**src/rtl/uic_seq_pkg.sv**
```systemverilog
// Shared definitions for the UIC interrupt entry sequencer:
// state encoding, MSR bit positions and default vectors.
package uic_seq_pkg;

   typedef enum logic [1:0] {
      IDLE   = 2'd0,
      FLUSH  = 2'd1,
      ENTER  = 2'd2,
      SETTLE = 2'd3
   } seq_state_e;

   localparam int MSR_EE = 17;
   localparam int MSR_CE = 14;

   localparam logic [31:0] EXT_VEC_DEF   = 32'h0000_0500;
   localparam logic [31:0] CRIT_VEC_DEF  = 32'h0000_0100;
   localparam int          FLUSH_TMO_DEF = 16;

   // A zero UIC vector register means "not programmed": use the fixed vector.
   function automatic logic [31:0] crit_target(input logic [31:0] uicvr,
                                               input logic [31:0] dflt);
      return (uicvr != 32'd0) ? uicvr : dflt;
   endfunction

endpackage

```
**src/rtl/uic_seq_stat.sv**
```systemverilog
// Entry statistics for the UIC sequencer: per-class entry counters and the
// longest flush residency seen. All values saturate.
module uic_seq_stat (
   input  logic        clk,
   input  logic        rst,
   input  logic        in_flush,
   input  logic        enter_crit,
   input  logic        enter_noncrit,
   output logic [15:0] crit_cnt,
   output logic [15:0] noncrit_cnt,
   output logic [7:0]  max_flush_lat
);

   logic [7:0] cur_lat;
   logic [7:0] cur_lat_inc;

   assign cur_lat_inc = (cur_lat == 8'hFF) ? 8'hFF : cur_lat + 8'd1;

   // Saturating per-class entry counters.
   always_ff @(posedge clk or negedge rst) begin
      if (!rst) begin
         crit_cnt    <= 16'd0;
         noncrit_cnt <= 16'd0;
      end else begin
         if (enter_crit && crit_cnt != 16'hFFFF)
            crit_cnt <= crit_cnt + 16'd1;
         if (enter_noncrit && noncrit_cnt != 16'hFFFF)
            noncrit_cnt <= noncrit_cnt + 16'd1;
      end
   end

   // Running flush residency and its maximum; a stuck flush still updates the max.
   always_ff @(posedge clk or negedge rst) begin
      if (!rst) begin
         cur_lat       <= 8'd0;
         max_flush_lat <= 8'd0;
      end else if (in_flush) begin
         cur_lat <= cur_lat_inc;
         if (cur_lat_inc > max_flush_lat)
            max_flush_lat <= cur_lat_inc;
      end else begin
         cur_lat <= 8'd0;
      end
   end

endmodule

```
**src/rtl/uic_intrp_seq.sv**
```systemverilog
// UIC interrupt entry sequencer (core side).
// Gates UIC request levels with MSR enables, drains the pipeline through a
// flush handshake, saves return state, redirects to the vector and tracks the
// in-service class until rfi/rfci.
// Optional: define UIC_SEQ_STAT_EN to add entry counters and max flush latency.
//
// state  | meaning
// IDLE   | evaluate gated requests, latch class
// FLUSH  | flush_req high, wait for flush_ack, critical may upgrade class
// ENTER  | one-cycle redirect strobe, save SRR/CSRR, set in-service flag
// SETTLE | one cycle for the MSR enable clear to land, no evaluation
module uic_intrp_seq
   import uic_seq_pkg::*;
#(
   parameter logic [31:0] EXT_VEC   = EXT_VEC_DEF,
   parameter logic [31:0] CRIT_VEC  = CRIT_VEC_DEF,
   parameter int          FLUSH_TMO = FLUSH_TMO_DEF
) (
   input  logic        clk,
   input  logic        rst,
   input  logic        uic_crit_intrp,
   input  logic        uic_noncrit_intrp,
   input  logic [31:0] uicvr,
   input  logic [31:0] msr,
   input  logic [31:0] npc,
   input  logic        flush_ack,
   input  logic        rfi,
   input  logic        rfci,
   output logic        flush_req,
   output logic        except_start,
   output logic [31:0] except_vec,
   output logic        msr_clr_ee,
   output logic        msr_clr_ce,
   output logic [31:0] srr0,
   output logic [31:0] srr1,
   output logic [31:0] csrr0,
   output logic [31:0] csrr1,
   output logic        crit_active,
   output logic        noncrit_active,
   output logic        flush_err
`ifdef UIC_SEQ_STAT_EN
   ,
   output logic [15:0] crit_cnt,
   output logic [15:0] noncrit_cnt,
   output logic [7:0]  max_flush_lat
`endif
);

   localparam int TMO_W = $clog2(FLUSH_TMO + 1);

   seq_state_e       state_q;
   logic             cls_crit;
   logic [TMO_W-1:0] tmo_cnt;
   logic             take_c;
   logic             take_n;

   assign take_c = uic_crit_intrp & msr[MSR_CE];
   assign take_n = uic_noncrit_intrp & msr[MSR_EE] & ~take_c;

   // The vector is taken from uicvr as it stands during the ENTER cycle.
   assign except_vec = !except_start ? 32'd0 :
                       cls_crit      ? crit_target(uicvr, CRIT_VEC) : EXT_VEC;

   // Entry sequencer with registered handshake outputs and return-state capture.
   always_ff @(posedge clk or negedge rst) begin
      if (!rst) begin
         state_q        <= IDLE;
         cls_crit       <= 1'b0;
         tmo_cnt        <= '0;
         flush_req      <= 1'b0;
         except_start   <= 1'b0;
         msr_clr_ee     <= 1'b0;
         msr_clr_ce     <= 1'b0;
         srr0           <= 32'd0;
         srr1           <= 32'd0;
         csrr0          <= 32'd0;
         csrr1          <= 32'd0;
         crit_active    <= 1'b0;
         noncrit_active <= 1'b0;
         flush_err      <= 1'b0;
      end else begin
         // Returns are honoured in every state; an ENTER set below overrides.
         if (rfi)
            noncrit_active <= 1'b0;
         if (rfci)
            crit_active <= 1'b0;

         case (state_q)
            IDLE: begin
               if (take_c || take_n) begin
                  state_q   <= FLUSH;
                  cls_crit  <= take_c;
                  flush_req <= 1'b1;
                  tmo_cnt   <= '0;
               end
            end

            FLUSH: begin
               // Class may upgrade to critical but never falls back.
               cls_crit <= cls_crit | take_c;
               if (flush_ack) begin
                  state_q      <= ENTER;
                  flush_req    <= 1'b0;
                  except_start <= 1'b1;
                  msr_clr_ee   <= 1'b1;
                  msr_clr_ce   <= cls_crit | take_c;
               end else begin
                  if (tmo_cnt != TMO_W'(FLUSH_TMO))
                     tmo_cnt <= tmo_cnt + TMO_W'(1);
                  if (tmo_cnt == TMO_W'(FLUSH_TMO - 1))
                     flush_err <= 1'b1;
               end
            end

            ENTER: begin
               state_q      <= SETTLE;
               except_start <= 1'b0;
               msr_clr_ee   <= 1'b0;
               msr_clr_ce   <= 1'b0;
               if (cls_crit) begin
                  csrr0       <= npc;
                  csrr1       <= msr;
                  crit_active <= 1'b1;
               end else begin
                  srr0           <= npc;
                  srr1           <= msr;
                  noncrit_active <= 1'b1;
               end
            end

            SETTLE: begin
               state_q <= IDLE;
            end

            default: begin
               state_q <= IDLE;
            end
         endcase
      end
   end

`ifdef UIC_SEQ_STAT_EN
   uic_seq_stat u_stat (
      .clk           (clk),
      .rst           (rst),
      .in_flush      (state_q == FLUSH),
      .enter_crit    (except_start & cls_crit),
      .enter_noncrit (except_start & ~cls_crit),
      .crit_cnt      (crit_cnt),
      .noncrit_cnt   (noncrit_cnt),
      .max_flush_lat (max_flush_lat)
   );
`endif

endmodule

```
**config.mk**
```make
export PLATFORM = sky130hd
export DESIGN_NAME = uic_intrp_seq
export DESIGN_NICKNAME = d
export VERILOG_FILES = /design/src/rtl/uic_seq_pkg.sv /design/src/rtl/uic_seq_stat.sv /design/src/rtl/uic_intrp_seq.sv
export SDC_FILE = /design/constraint.sdc
export NUM_CORES = 1
export LEC_CHECK = 0
export CAP_MARGIN = 20
export CORE_MARGIN = 1.5
export CORE_UTILIZATION = 47
export CTS_BUF_LIST = sky130_fd_sc_hd__clkbuf_4
export DETAILED_ROUTE_END_ITERATION = 8
export PLACE_DENSITY = 0.85
export SLEW_MARGIN = 20
export SYNTH_ARGS = -nofsm -noshare
export SYNTH_HDL_FRONTEND = slang
export SYNTH_HIERARCHICAL = 1
export SYNTH_SLANG_ARGS = --single-unit
```
**constraint.sdc**
```tcl
create_clock -name clk -period 3.2 [get_ports clk]
set_clock_uncertainty 0.2 [all_clocks]
set_input_delay 0.96 -clock clk [delete_from_list [all_inputs] [get_ports clk]]
set_output_delay 0.96 -clock clk [all_outputs]
set_load 0.005 [all_outputs]
```
==> results.sh <==
export IMPL_outcome="finished, final reports clean"
export IMPL_post_cts_buffers=0
export IMPL_synthTopCellsByArea="dfrtp_1 (57%), mux2_4 (23%), mux2_2 (5.6%)"
export IMPL_std_cell_rows=42
export IMPL_synthFlopType="dfrtp_1"
export IMPL_maxSlewHeadroom_pct=55.3
export IMPL_setup_viol=0
export IMPL_critical_path_cell_chain="dlygate4sd2_1 -> nor4_2 -> nand4_1 -> nor2_1 -> o31a_1 -> buf_2"
export IMPL_met3WireLength_um=1130
export IMPL_required_ns=2.04
export IMPL_track_usage_pct=24.3
export IMPL_cpPeakStageDelay_ns=0.27
export IMPL_critPathSlowestCell="nor4_2"
export IMPL_dp_hpwl_um=12100
export IMPL_p_sw_share_pct=28.6
export IMPL_hold_class="in2async"
export IMPL_fin_crit_sh_pct=98.3
export IMPL_antenna_found_initial=2
export IMPL_avgSynthCellArea_um2=15.4
export IMPL_grt_max_degree=72
export IMPL_io_pins=270
export IMPL_synth_seq_area_share_pct=56.7
export IMPL_cts_made_buffers=17
export IMPL_cts_sinks=142
export IMPL_drv_cap=0
export IMPL_power_frac_clock_pct=14.9
export IMPL_drt_met1_wl_um=6130
export IMPL_end_kind="primary output"
export IMPL_cts_root_buf="clkbuf_4"
export IMPL_remaining_drc_errors=0
export IMPL_dieArea_mm2=0.0140
export IMPL_drive_gt1_share_pct=26.8
export IMPL_top_layer="met4"
export IMPL_dieHeight_um=119
export IMPL_core_area_mm2=0.0131
export IMPL_layout_commonest_cell="clkdlybuf4s50_1"
export IMPL_synth_top_area_cell="dfrtp_1"
export IMPL_slew_violations=0
export IMPL_cp_arrival_ns=1.99
export IMPL_cts_path_max_buffers=2
export IMPL_first_pass_iters=4
export IMPL_wl_met2_um=8740
export IMPL_netlist_instances=407
export IMPL_portBuffers=269
export IMPL_grt_pass1_wl_um=26400
export IMPL_final_util_pct=72.3
export IMPL_synthesis_area_mm2=0.00627
export IMPL_h_tree_depth=4
export IMPL_hold_viol=0
export IMPL_ant_nets=0
export IMPL_gp_congestion=0.836
export IMPL_wl_per_cell_um=19.0
export IMPL_synth_edf_count=0
export IMPL_worst_slew_pin_slew_ns=0.671
export IMPL_final_cell_mix="clkdlybuf4s50_1 (234), dfrtp_1 (142), mux2_4 (98), mux2_2 (31), and3_1 (29)"
export IMPL_r2r_cells=5
export IMPL_combPwrFrac_pct=50.5
export IMPL_synth_warnings=6
export IMPL_yosys_area_top_type_share_pct=56.7
export IMPL_critPathKind="in2out"
export IMPL_startpoint_type="input port"
export IMPL_switchingPower_mw=2.68
export IMPL_path_clk_slew_ns=0.12
export IMPL_die_w_um=119
export IMPL_area_growth_pct=51.6
export IMPL_async_flop_share_pct=100
export IMPL_synth_nets=517
export IMPL_min_period_ns=3.15
export IMPL_vias=4535
export IMPL_p_int_mw=6.67
export IMPL_p_leak_nw=4.45
export IMPL_max_freq_ghz=0.318
export IMPL_drt_wl_total_um=16600
export IMPL_yosysUniqueCellTypes=35
export IMPL_grt_pass1_vias=5076
export IMPL_drt_iter0_markers=238
export IMPL_nNetsFinal=793
export IMPL_finalPower_mw=9.35
export IMPL_cts_tree="built"
export IMPL_ys_ff_latch=142
export IMPL_seqPwrFrac_pct=34.6
export IMPL_grt_overflow_total=0
export IMPL_powerDensity_mw_per_mm2=984
export IMPL_viasPerCell=5.19
export IMPL_start_util_pct=47.7
export IMPL_max_vdd_ir_drop_v=0.000656
export IMPL_clock_latency_ns=0.55
export IMPL_crit_fanout=2
cell type report:
| class | instances | area, um^2 |
|---|---|---|
| diodes | 2 | 5.00 |
| clock buffers | 18 | 135 |
| clock inverters | 13 | 220 |
| fillers | 867 | 3630 |
| inverters | 10 | 37.5 |
| multi-input cells | 231 | 2540 |
| flip-flops and latches | 142 | 3550 |
| well taps | 176 | 220 |
| repair buffers | 281 | 2790 |
power groups by stage:
stage | Clock, mW | Combinational (mW) | Sequential [mW]
floorplan | 0 | 2.26 | 3.27
global placement | 0 | 4.63 | 3.19
detailed placement | 0 | 4.74 | 3.26
CTS | 1.43 | 4.75 | 3.24
global route | 1.51 | 5.01 | 3.34
finish | 1.39 | 4.72 | 3.24
flip-flops by register name, indices dropped and copies added (netlist names):
signal          count
msr_clr_ee          1
crit_active         1
state_q             2
srr0               32
noncrit_active      1
flush_req           1
srr1               32
cls_crit            1
csrr1              32
tmo_cnt             5
csrr0              32
msr_clr_ce          1
flush_err           1
cells by family (layout without fill, tap and decap cells):
group	Yosys count	count (layout)	synth area share, %
flip-flops	142	142	56.7
multiplexers	131	131	29.4
AND/OR/NAND/NOR	69	69	6.05
buffers and inverters	34	322	3.91
AO/OA/AOI/OAI	24	24	2.61
adder cells (fa/ha/maj)	7	7	1.40
other	0	2	0
timing repair:
action	in CTS	in global routing
cloned	0	0
endpoints found under the setup margin	32	8
hold buffers	0	0
pin swaps	12	9
gates resized for setup	42	17
synthesized netlist by cell type, types with 4 or more instances:
| cell type | count |
|---|---|
| mux2_2 | 31 |
| clkbuf_1 | 7 |
| and3_1 | 31 |
| buf_6 | 7 |
| inv_1 | 9 |
| buf_8 | 5 |
| nor2_1 | 7 |
| mux2_4 | 98 |
| nand2_1 | 16 |
| o21ai_0 | 5 |
| buf_2 | 4 |
| nor4_1 | 8 |
| dfrtp_1 | 142 |
| ha_1 | 7 |
| a21oi_1 | 4 |
metal layers:
layer / GRT usage, % / vias to the layer above
li1: - / 2012
met1: 26.1 / 2257
met2: 42.5 / 223
met3: 8.16 / 43
met4: 12.3 / 0
met5: 0 / -
final timing paths:
| path | from | end | slack [ns] |
|---|---|---|---|
| setup reg to reg | state_q[0] | csrr1[2] | 0.90 |
| hold / removal | rst | csrr1[0] | 0.19 |
| setup / recovery | uicvr[3] | except_vec[8] | 0.05 |
| min in group clk | flush_err | flush_err | 0.28 |
| max in group asynchronous | rst | csrr0[10] | 1.87 |
| hold reg to reg | flush_err | flush_err | 0.28 |
critical path: cells and delay by family:
| family | cells | cell delay, ns |
|---|---|---|
| and+or+nand+nor | 3 | 0.54 |
| buffers and inverters | 2 | 0.36 |
| AOI/OAI and AO/OA | 1 | 0.12 |
stage by stage:
step	instances	hold slack, ns	setup slack, ns	setup TNS, ns	area [um^2]
final	873	0.190	0.0529	0	9500
after global placement	840	0.248	-0.601	-2.73	9120
after floorplan	407	0.251	0.491	0	6270
after detailed placement	840	0.254	-0.605	-2.85	9120
after global routing	873	0.183	-0.0315	-0.0315	9500
after CTS	871	0.187	-0.0834	-0.0884	9470
No activity file was read; power rests on OpenSTA's default activity.
